File: src/rtl/alu_req_sequencer.sv
// -----------------------------------------------------------------------------
// alu_req_sequencer
//   Two-requester front end sharing one registered ALU. Packets from two
//   valid/ready requesters are granted round-robin, one operation in flight.
//   The granted packet is issued to the ALU, the block waits a
//   command-dependent latency (LAT, or MUL_LAT for multiplies), captures the
//   ALU result/flags and returns them with the requester ID on a valid/ready
//   response port.
//
// Parameters
//   INPUT    operand width (must match the ALU)
//   LAT      ALU issue-to-result cycles, non-multiply commands (>= 1)
//   MUL_LAT  ALU issue-to-result cycles, MODE=1 CMD 1001/1010 (>= 1)
//
// Ports
//   CLK, RST                 clock (rising edge), async active-low reset
//   REQ_VALID[1:0]           per-requester packet valid
//   REQ_READY[1:0]           per-requester accept, one-hot or zero (combinational)
//   REQn_OPA/OPB/CIN/CMD/MODE/VLD   requester n packet
//   ALU_OPA/OPB/CIN/CMD/MODE/VALID  packet driven to the ALU
//   ALU_CE                   ALU clock enable
//   ALU_RES, ALU_ERR/OFLOW/COUT/G/L/E   ALU outputs
//   RSP_VALID, RSP_READY     response handshake
//   RSP_ID, RSP_RES, RSP_FLAGS   response payload, flags {ERR,OFLOW,COUT,G,L,E}
//
// Optional feature
//   ALU_REQ_SEQ_PRECHECK_EN  when defined, packets outside the legal
//                            MODE/VALID/CMD table are answered directly with
//                            ERR one cycle after accept and never reach the ALU.
// -----------------------------------------------------------------------------
module alu_req_sequencer #(
  parameter int unsigned INPUT   = 8,
  parameter int unsigned LAT     = 1,
  parameter int unsigned MUL_LAT = 2
) (
  input  logic               CLK,
  input  logic               RST,
  input  logic [1:0]         REQ_VALID,
  output logic [1:0]         REQ_READY,
  input  logic [INPUT-1:0]   REQ0_OPA,
  input  logic [INPUT-1:0]   REQ1_OPA,
  input  logic [INPUT-1:0]   REQ0_OPB,
  input  logic [INPUT-1:0]   REQ1_OPB,
  input  logic               REQ0_CIN,
  input  logic               REQ1_CIN,
  input  logic [3:0]         REQ0_CMD,
  input  logic [3:0]         REQ1_CMD,
  input  logic               REQ0_MODE,
  input  logic               REQ1_MODE,
  input  logic [1:0]         REQ0_VLD,
  input  logic [1:0]         REQ1_VLD,
  output logic [INPUT-1:0]   ALU_OPA,
  output logic [INPUT-1:0]   ALU_OPB,
  output logic               ALU_CIN,
  output logic [3:0]         ALU_CMD,
  output logic               ALU_MODE,
  output logic [1:0]         ALU_VALID,
  output logic               ALU_CE,
  input  logic [2*INPUT-1:0] ALU_RES,
  input  logic               ALU_ERR,
  input  logic               ALU_OFLOW,
  input  logic               ALU_COUT,
  input  logic               ALU_G,
  input  logic               ALU_L,
  input  logic               ALU_E,
  output logic               RSP_VALID,
  input  logic               RSP_READY,
  output logic               RSP_ID,
  output logic [2*INPUT-1:0] RSP_RES,
  output logic [5:0]         RSP_FLAGS
);

  localparam int unsigned RES_W    = 2 * INPUT;
  localparam int unsigned LMAX     = (MUL_LAT > LAT) ? MUL_LAT : LAT;
  localparam int unsigned CNT_W    = (LMAX > 1) ? $clog2(LMAX) : 1;
  localparam logic [CNT_W-1:0] LAT_LOAD = CNT_W'(LAT - 1);
  localparam logic [CNT_W-1:0] MUL_LOAD = CNT_W'(MUL_LAT - 1);
  localparam logic [5:0]       FLAG_ERR = 6'b100000;

  typedef enum logic [1:0] {
    S_IDLE  = 2'd0,
    S_ISSUE = 2'd1,
    S_WAIT  = 2'd2,
    S_RESP  = 2'd3
  } state_e;

  state_e             state_q, state_d;
  logic               ptr_q, ptr_d;
  logic [CNT_W-1:0]   cnt_q, cnt_d;
  logic               id_q, id_d;
  logic [INPUT-1:0]   alu_opa_q, alu_opa_d;
  logic [INPUT-1:0]   alu_opb_q, alu_opb_d;
  logic               alu_cin_q, alu_cin_d;
  logic [3:0]         alu_cmd_q, alu_cmd_d;
  logic               alu_mode_q, alu_mode_d;
  logic [1:0]         alu_valid_q, alu_valid_d;
  logic               alu_ce_q, alu_ce_d;
  logic               rsp_valid_q, rsp_valid_d;
  logic               rsp_id_q, rsp_id_d;
  logic [RES_W-1:0]   rsp_res_q, rsp_res_d;
  logic [5:0]         rsp_flags_q, rsp_flags_d;

  logic               grant_any;
  logic               grant_id;
  logic [1:0]         req_ready_c;
  logic               issue_ok;
  logic               is_mul;
  logic [INPUT-1:0]   sel_opa;
  logic [INPUT-1:0]   sel_opb;
  logic               sel_cin;
  logic [3:0]         sel_cmd;
  logic               sel_mode;
  logic [1:0]         sel_vld;

`ifdef ALU_REQ_SEQ_PRECHECK_EN
  // Legal MODE/VALID/CMD combinations of the ALU command set.
  function automatic logic op_legal(input logic mode, input logic [3:0] cmd,
                                    input logic [1:0] vld);
    logic ok;
    ok = 1'b0;
    if (mode) begin
      unique case (vld)
        2'b11:   ok = (cmd <= 4'd3) || ((cmd >= 4'd8) && (cmd <= 4'd12));
        2'b01:   ok = (cmd == 4'd4) || (cmd == 4'd5);
        2'b10:   ok = (cmd == 4'd6) || (cmd == 4'd7);
        default: ok = 1'b0;
      endcase
    end else begin
      unique case (vld)
        2'b11:   ok = (cmd <= 4'd5) || (cmd == 4'd12) || (cmd == 4'd13);
        2'b01:   ok = (cmd == 4'd6) || (cmd == 4'd8) || (cmd == 4'd9);
        2'b10:   ok = (cmd == 4'd7) || (cmd == 4'd10) || (cmd == 4'd11);
        default: ok = 1'b0;
      endcase
    end
    return ok;
  endfunction
`endif

  // Round-robin pick: pointer's requester first, otherwise the other one.
  always_comb begin
    grant_any = |REQ_VALID;
    grant_id  = REQ_VALID[ptr_q] ? ptr_q : ~ptr_q;
    sel_opa   = grant_id ? REQ1_OPA  : REQ0_OPA;
    sel_opb   = grant_id ? REQ1_OPB  : REQ0_OPB;
    sel_cin   = grant_id ? REQ1_CIN  : REQ0_CIN;
    sel_cmd   = grant_id ? REQ1_CMD  : REQ0_CMD;
    sel_mode  = grant_id ? REQ1_MODE : REQ0_MODE;
    sel_vld   = grant_id ? REQ1_VLD  : REQ0_VLD;
`ifdef ALU_REQ_SEQ_PRECHECK_EN
    issue_ok  = op_legal(sel_mode, sel_cmd, sel_vld);
`else
    issue_ok  = 1'b1;
`endif
    is_mul    = alu_mode_q && ((alu_cmd_q == 4'b1001) || (alu_cmd_q == 4'b1010));
  end

  // Next-state and registered-output logic.
  always_comb begin
    state_d     = state_q;
    ptr_d       = ptr_q;
    cnt_d       = cnt_q;
    id_d        = id_q;
    alu_opa_d   = alu_opa_q;
    alu_opb_d   = alu_opb_q;
    alu_cin_d   = alu_cin_q;
    alu_cmd_d   = alu_cmd_q;
    alu_mode_d  = alu_mode_q;
    alu_valid_d = alu_valid_q;
    alu_ce_d    = alu_ce_q;
    rsp_valid_d = rsp_valid_q;
    rsp_id_d    = rsp_id_q;
    rsp_res_d   = rsp_res_q;
    rsp_flags_d = rsp_flags_q;
    req_ready_c = 2'b00;

    unique case (state_q)
      S_IDLE: begin
        if (grant_any) begin
          // READY is only raised towards a valid requester, so a grant is an accept.
          req_ready_c = grant_id ? 2'b10 : 2'b01;
          ptr_d       = ~grant_id;
          id_d        = grant_id;
          if (issue_ok) begin
            alu_opa_d   = sel_opa;
            alu_opb_d   = sel_opb;
            alu_cin_d   = sel_cin;
            alu_cmd_d   = sel_cmd;
            alu_mode_d  = sel_mode;
            alu_valid_d = sel_vld;
            alu_ce_d    = 1'b1;
            state_d     = S_ISSUE;
          end else begin
            // Rejected packet: answer with ERR, ALU untouched.
            rsp_valid_d = 1'b1;
            rsp_id_d    = grant_id;
            rsp_res_d   = '0;
            rsp_flags_d = FLAG_ERR;
            state_d     = S_RESP;
          end
        end
      end

      S_ISSUE: begin
        cnt_d   = is_mul ? MUL_LOAD : LAT_LOAD;
        state_d = S_WAIT;
      end

      S_WAIT: begin
        if (cnt_q == '0) begin
          rsp_valid_d = 1'b1;
          rsp_id_d    = id_q;
          rsp_res_d   = ALU_RES;
          rsp_flags_d = {ALU_ERR, ALU_OFLOW, ALU_COUT, ALU_G, ALU_L, ALU_E};
          alu_ce_d    = 1'b0;
          state_d     = S_RESP;
        end else begin
          cnt_d = cnt_q - CNT_W'(1);
        end
      end

      S_RESP: begin
        if (RSP_READY) begin
          rsp_valid_d = 1'b0;
          state_d     = S_IDLE;
        end
      end

      default: begin
        state_d = S_IDLE;
      end
    endcase
  end

  // State and output registers.
  always_ff @(posedge CLK or negedge RST) begin
    if (!RST) begin
      state_q     <= S_IDLE;
      ptr_q       <= 1'b0;
      cnt_q       <= '0;
      id_q        <= 1'b0;
      alu_opa_q   <= '0;
      alu_opb_q   <= '0;
      alu_cin_q   <= 1'b0;
      alu_cmd_q   <= 4'd0;
      alu_mode_q  <= 1'b0;
      alu_valid_q <= 2'b00;
      alu_ce_q    <= 1'b0;
      rsp_valid_q <= 1'b0;
      rsp_id_q    <= 1'b0;
      rsp_res_q   <= '0;
      rsp_flags_q <= 6'd0;
    end else begin
      state_q     <= state_d;
      ptr_q       <= ptr_d;
      cnt_q       <= cnt_d;
      id_q        <= id_d;
      alu_opa_q   <= alu_opa_d;
      alu_opb_q   <= alu_opb_d;
      alu_cin_q   <= alu_cin_d;
      alu_cmd_q   <= alu_cmd_d;
      alu_mode_q  <= alu_mode_d;
      alu_valid_q <= alu_valid_d;
      alu_ce_q    <= alu_ce_d;
      rsp_valid_q <= rsp_valid_d;
      rsp_id_q    <= rsp_id_d;
      rsp_res_q   <= rsp_res_d;
      rsp_flags_q <= rsp_flags_d;
    end
  end

  // READY is combinational; hold it low while reset is asserted.
  assign REQ_READY = req_ready_c & {2{RST}};
  assign ALU_OPA   = alu_opa_q;
  assign ALU_OPB   = alu_opb_q;
  assign ALU_CIN   = alu_cin_q;
  assign ALU_CMD   = alu_cmd_q;
  assign ALU_MODE  = alu_mode_q;
  assign ALU_VALID = alu_valid_q;
  assign ALU_CE    = alu_ce_q;
  assign RSP_VALID = rsp_valid_q;
  assign RSP_ID    = rsp_id_q;
  assign RSP_RES   = rsp_res_q;
  assign RSP_FLAGS = rsp_flags_q;

endmodule

File: config.mk
export PLATFORM = sky130hd
export DESIGN_NAME = alu_req_sequencer
export DESIGN_NICKNAME = d
export VERILOG_FILES = /design/src/rtl/alu_req_sequencer.sv
export SDC_FILE = /design/constraint.sdc
export NUM_CORES = 1
export LEC_CHECK = 0
export ABC_AREA = 0
export BUFFER_PORTS_ARGS = -buffer_cell sky130_fd_sc_hd__buf_4
export CAP_MARGIN = 5
export CORE_MARGIN = 1.5
export CORE_UTILIZATION = 25
export DETAILED_ROUTE_END_ITERATION = 8
export GPL_TIMING_DRIVEN = 0
export SLEW_MARGIN = 10
export SYNTH_ARGS = -nofsm -noshare
export SYNTH_HDL_FRONTEND = slang
export SYNTH_SLANG_ARGS = --single-unit
File: constraint.sdc
create_clock -name CLK -period 2.87 [get_ports CLK]
set_input_delay 0.1435 -clock CLK [delete_from_list [all_inputs] [get_ports CLK]]
set_output_delay 0.1435 -clock CLK [all_outputs]
set_load 0.01 [all_outputs]
==> results.cfg, run 1 <==
[run_status]
status = completed

[logic_synthesis]
syn-instance-count = 170
ys_seq_area_share_pct = 57.69
synthMuxAreaShare_pct = 11.97
synth_edf_count = 0
yosysWarnings = 0
synth_area_um2 = 2342
synth_largest_area_cell = dfrtp_1
syn_nets = 248
ys_async_sr_fraction_pct = 100.0
synth_simple_gate_area_share_pct = 10.58
synth_flop_cell = dfrtp_1
synthAdderAreaFrac_pct = 1.603
synth_cell_type_count = 27
synth_area_leaders = dfrtp_1 (58%), mux2_2 (12%), a221o_1 (10%)
synth_compound_area_share_pct = 13.57
netlist.area_leader.share_pct = 57.69
avgSynthCellArea_um2 = 13.78
synth_top_family_by_area = compound AO/OA/AOI/OAI gates
synth-xor-area-share_pct = 0.3739
synth-seq-cells = 54

[floorplan]
die_h_um = 99.80
design.die.area_um2 = 9959
initial_utilization_pct = 25.59
io_pins = 126
rows = 35
core_um2 = 9153
fp.dieW_um = 99.80

[worst_setup_path]
cp-end-kind = primary output
required_ns = 2.73
cp_num_buf_inv = 3
cp_num_cells = 7
cp_max_fo = 10
cp.arrival_ns = 1.94
critPathTopFamily = buffers and inverters
crit_chain = inv_1 > ha_1 > nand2_1 > a21oi_4 > buf_4 > and2_1 > buf_4
cpMaxStageDelayCell = dfrtp_1
cp_common_cell = buf_4
critical-path-max-stage-delay_ns = 0.39
critPathKind = reg2out
start_kind = register
reg2reg_depth = 5
rrSetupSlack_ns = 1.16

[clock_tree]
cts_setup_buffers = 0
clock_latency_ns = 0.30
htree_num_levels = 2
clk_path_buf_depth = 2
path_clk_slew_ns = 0.10
cts_made_buffers = 5
clock-sinks = 54
root_buffer = clkbuf_8
cts_tree = done

[routing]
via_per_inst = 4.489
dr.pass1.iters = 2
via_count = 1863
drc = 0
final_antenna_net_count = 0
drtIter0Drc = 56
routedWlPerCell_um = 13.52
wirelength_mm = 5.612

[grt]
grtUsageTotal_pct = 10.88
grt_overflow = 0
grt_max_degree = 57
grt_first_pass_wirelength_mm = 8.507
grt_pass1_vias = 1794
antenna_found_initial = 0

[sta]
post-route-period-util_pct = 72.66
setup_viol = 0
fin_crit_ns = 2.085
finalSetupTns_ns = 0
max_slew_margin_pct = 53.04
rsz0062_at_grt = false
hold_viol = 0
max_freq_ghz = 0.4795
fin_skew_ns = 0.005466
slew_violations = 0
worst_pin_slew_ns = 0.7043

[finish]
fin_nets = 381
synthToLayoutAreaGrowth_pct = 50.32
antenna_cells = 0
stdcell_count = 415
drive_above_1_share_pct = 57.24

[power]
peakVddDrop_uv = 484.2
leakage_nw = 1.711
power_mw = 3.608
power_density_nw_per_um2 = 1025

[worst_hold_path]
whs_path_depth = 2
hp-class = in2reg

[place]
dp_hpwl_mm = 4.134
port_buffers = 125
place_inst = 406
gp_congestion = 0.6794

[flow_run]
maxCapViolations = 0
## per-stage QoR
stage | cell area, µm² | hold slack, ns | util (%) | setup slack (ns)
final | 3521 | 0.05583 | 38.47 | 0.7847
after detailed placement | 3420 | 0.2560 | 37.36 | 1.081
after floorplan | 2342 | -0.1521 | - | 1.283
after CTS | 3521 | 0.04758 | 38.47 | 0.7260
after global routing | 3521 | 0.04165 | 38.47 | 0.6139
after global placement | 3420 | 0.2517 | 37.36 | 1.123
## worst paths after layout
check,startpoint,end
setup / recovery,state_q[0],REQ_READY[0]
hold / removal,REQ1_VLD[0],ALU_VALID[0]
setup reg to reg,state_q[0],state_q[1]
hold reg to reg,id_q,RSP_ID
max in group asynchronous,RST,ALU_OPB[4]
min in group asynchronous,RST,RSP_RES[14]
## final cells by class
type | instances | area (µm²)
flip-flops and latches | 54 | 1351
repair buffers | 126 | 948.4
well taps | 111 | 138.9
clock inverters | 1 | 5.005
multi-input cells | 102 | 892.1
inverters | 5 | 18.77
plain buffers | 9 | 80.08
fillers | 896 | 5632
clock buffers | 7 | 86.33
## cells in the final DEF (no fill, tap or decap), types with 2 or more instances in the layout
cell type  instances
a21oi_1            3
a21oi_4            2
a221o_1           24
and2_0            15
and2_1             6
and2_2             5
buf_4            129
buf_6              4
clkbuf_8           6
dfrtp_1           54
ha_1               3
inv_1              5
mux2_2            24
nand2_1            5
nand2b_1           2
nor2_1             2
## flip-flops by register name, indices dropped and copies added, names as in the netlist
register and count:
ALU_CE 1, ALU_CIN 1, ALU_CMD 4, ALU_MODE 1, ALU_OPA 8, ALU_OPB 8, ALU_VALID 2, RSP_FLAGS 6
RSP_ID 1, RSP_RES 16, RSP_VALID 1, cnt_q 1, id_q 1, ptr_q 1, state_q 2
## kinds of logic after synthesis
group / Yosys count
muxes: 25
xor gates and xnor gates: 1
buffers and inverters: 14
and+or+nand+nor: 40
DFF: 54
adders and majority gates: 3
AOI/OAI and AO/OA: 33
## synth_stat cells, drive strengths merged (2+ instances only)
| master | instances |
|---|---|
| dfrtp | 54 |
| and2 | 26 |
| a221o | 24 |
| mux2 | 24 |
| buf | 9 |
| a21oi | 5 |
| inv | 5 |
| nand2 | 5 |
| ha | 3 |
| nand2b | 2 |
| nand3 | 2 |
| nor2 | 2 |
| o21ai | 2 |
## power breakdown
part | total, mW | switching (mW) | internal [mW] | leakage, nW
Clock | 0.442 | 0.246 | 0.196 | 0.0482
Combinational | 1.83 | 0.754 | 1.07 | 1.01
Sequential | 1.34 | 0.203 | 1.14 | 0.647
Total | 3.61 | 1.20 | 2.40 | 1.71
## layer usage
| layer | vias up | GRT usage [%] | part of all wire [%] |
|---|---|---|---|
| met1 | 884 | 13.20 | 42 |
| met3 | 9 | 4.109 | 9.1 |
| met5 | - | 0 | 0 |
| li1 | 883 | - | - |
| met2 | 87 | 18.05 | 47 |
| met4 | 0 | 3.142 | 1.3 |
## repair_timing
item / in CTS / in global routing
resized for setup: 0 / 0
hold buffers: 1 / 0
hold endpoints to repair: 54 / 0
(Power assumes the default switching activity.)
==> run 2, diff against run 1 <==
- clock period: 2.87 -> 1.7 ns (I/O delays scaled with it)
==> results.cfg, run 2 (synthesis gave the netlist of run 1 again) <==
[routing]
final_antenna_net_count = 0
via_count = 2097
routedWlPerCell_um = 13.86
drtIter0Drc = 48
wirelength_mm = 6.569
via_per_inst = 4.424
drc = 0
dr.pass1.iters = 4

[worst_setup_path]
worstSetupStartpoint = state_q[0]
rrSetupSlack_ns = 0.10
required_ns = 1.62
critPathKind = reg2out
cp-end-kind = primary output
start_kind = register
r2r-end = ALU_CMD[2]
rr_startpoint = state_q[0]
cp.arrival_ns = 1.53
cp_max_fo = 6
reg2reg_depth = 7

[sta]
slew_violations = 0
max_slew_margin_pct = 52.59
fin_ws_ns = 0.08272
worst_pin_slew_ns = 0.7112
fin_skew_ns = 0.005923
fin_crit_ns = 1.617
max_freq_ghz = 0.6183
post-route-period-util_pct = 95.13
hold_viol = 54
finalSetupTns_ns = 0
timing.hold.ws_ns = -0.1763
setup_viol = 0

[place]
gp_congestion = 0.6794
post_dp_cell_area_um2 = 3420
dp_hpwl_mm = 4.134
port_buffers = 125
pre_cts_slack_ns = -0.03052

[grt]
grt_max_degree = 57
grt_overflow = 0
grt_first_pass_wirelength_mm = 9.625
grtUsageTotal_pct = 12.35
grt_pass1_vias = 2041
antenna_found_initial = 0

[floorplan]
rows = 35
design.die.area_um2 = 9959
core_um2 = 9153
die_h_um = 99.80
io_pins = 126
fp.dieW_um = 99.80
initial_utilization_pct = 25.59

[finish]
synthToLayoutAreaGrowth_pct = 76.01
antenna_cells = 0
fin_nets = 440
final_cell_mix = buf_4 (136), dfrtp_1 (54), dlygate4sd3_1 (51)
final_area_um2 = 4123
layout_commonest_cell = buf_4
largest_reg_flops = 16
drive_above_1_share_pct = 52.07

[clock_tree]
path_clk_slew_ns = 0.09
clock-sinks = 54
cts_made_buffers = 5
root_buffer = clkbuf_8
cts_tree = done
clk_path_buf_depth = 2
htree_num_levels = 2
clock_latency_ns = 0.31

[power]
leakage_nw = 1.967
power_density_nw_per_um2 = 1559
peakVddDrop_uv = 741.1
power_mw = 6.429

[flow_run]
maxCapViolations = 0

[worst_hold_path]
hp-class = in2async

[run_status]
status = finished, violations left
violations = hold timing
run 2: cell count changes in the layout (fill, tap and decap cells not counted), moves of 2 or more:
cell / previous run / this run
buf_4: 129 / 136
inv_1: 5 / 3
inv_2: 0 / 2
ha_1: 3 / 1
dlygate4sd3_1: 1 / 51
buf_6: 4 / 7
run 2: final cells by class:
type | count | area, µm²
fillers | 830 | 5030
repair buffers | 185 | 1520
flip-flops and latches | 54 | 1351
multi-input cells | 102 | 912.1
well taps | 111 | 138.9
plain buffers | 9 | 90.09
clock buffers | 7 | 86.33
inverters | 5 | 18.77
clock inverters | 1 | 5.005
run 2: worst max path at each step:
stage / end / slack [ns]
global placement: RSP_RES[5] / 0.005
finish: REQ_READY[1] / 0.08
floorplan: state_q[1] / 0.11
global route: REQ_READY[1] / -0.003
CTS: REQ_READY[0] / 0.01
detailed placement: REQ_READY[0] / -0.03
run 2: per-layer routing:
layer | vias to the layer above | global-route usage (%) | wire (µm)
met2 | 87 | 22.55 | 3413
met5 | - | 0 | 0
met3 | 7 | 3.900 | 458
met1 | 1005 | 14.00 | 2649
met4 | 0 | 2.925 | 47
li1 | 998 | - | -
run 2: stage by stage:
stage          hold slack, ns  instances  util, %
3_3_place_gp           0.1932        406    37.36
2_1_floorplan         -0.2106        170        -
3_5_place_dp           0.1975        406    37.36
5_1_grt               -0.1283        474    45.04
4_1_cts               -0.1426        457    43.20
6_report              -0.1763        474    45.04
run 2: power breakdown:
group	leakage, nW	switching (mW)	total, mW	internal (mW)
Combinational	1.27	1.37	3.41	2.04
Clock	0.0482	0.415	0.745	0.330
Sequential	0.647	0.356	2.27	1.92
run 2: critical path: stages, from the launching register on:
cell and delay (ns):
dfrtp_1 0.41, inv_2 0.09, ha_4 0.16, nand2_1 0.09
a21oi_4 0.13, buf_6 0.12, and2_1 0.12, buf_4 0.12
run 2: timing repair:
| action | CTS | global route |
|---|---|---|
| resized for setup | 7 | 4 |
| buffers inserted | 5 | 4 |
| pin swaps | 0 | 1 |
| endpoints found under the hold margin | 75 | 66 |
| hold buffers | 38 | 13 |
| endpoints found under the setup margin | 22 | 21 |
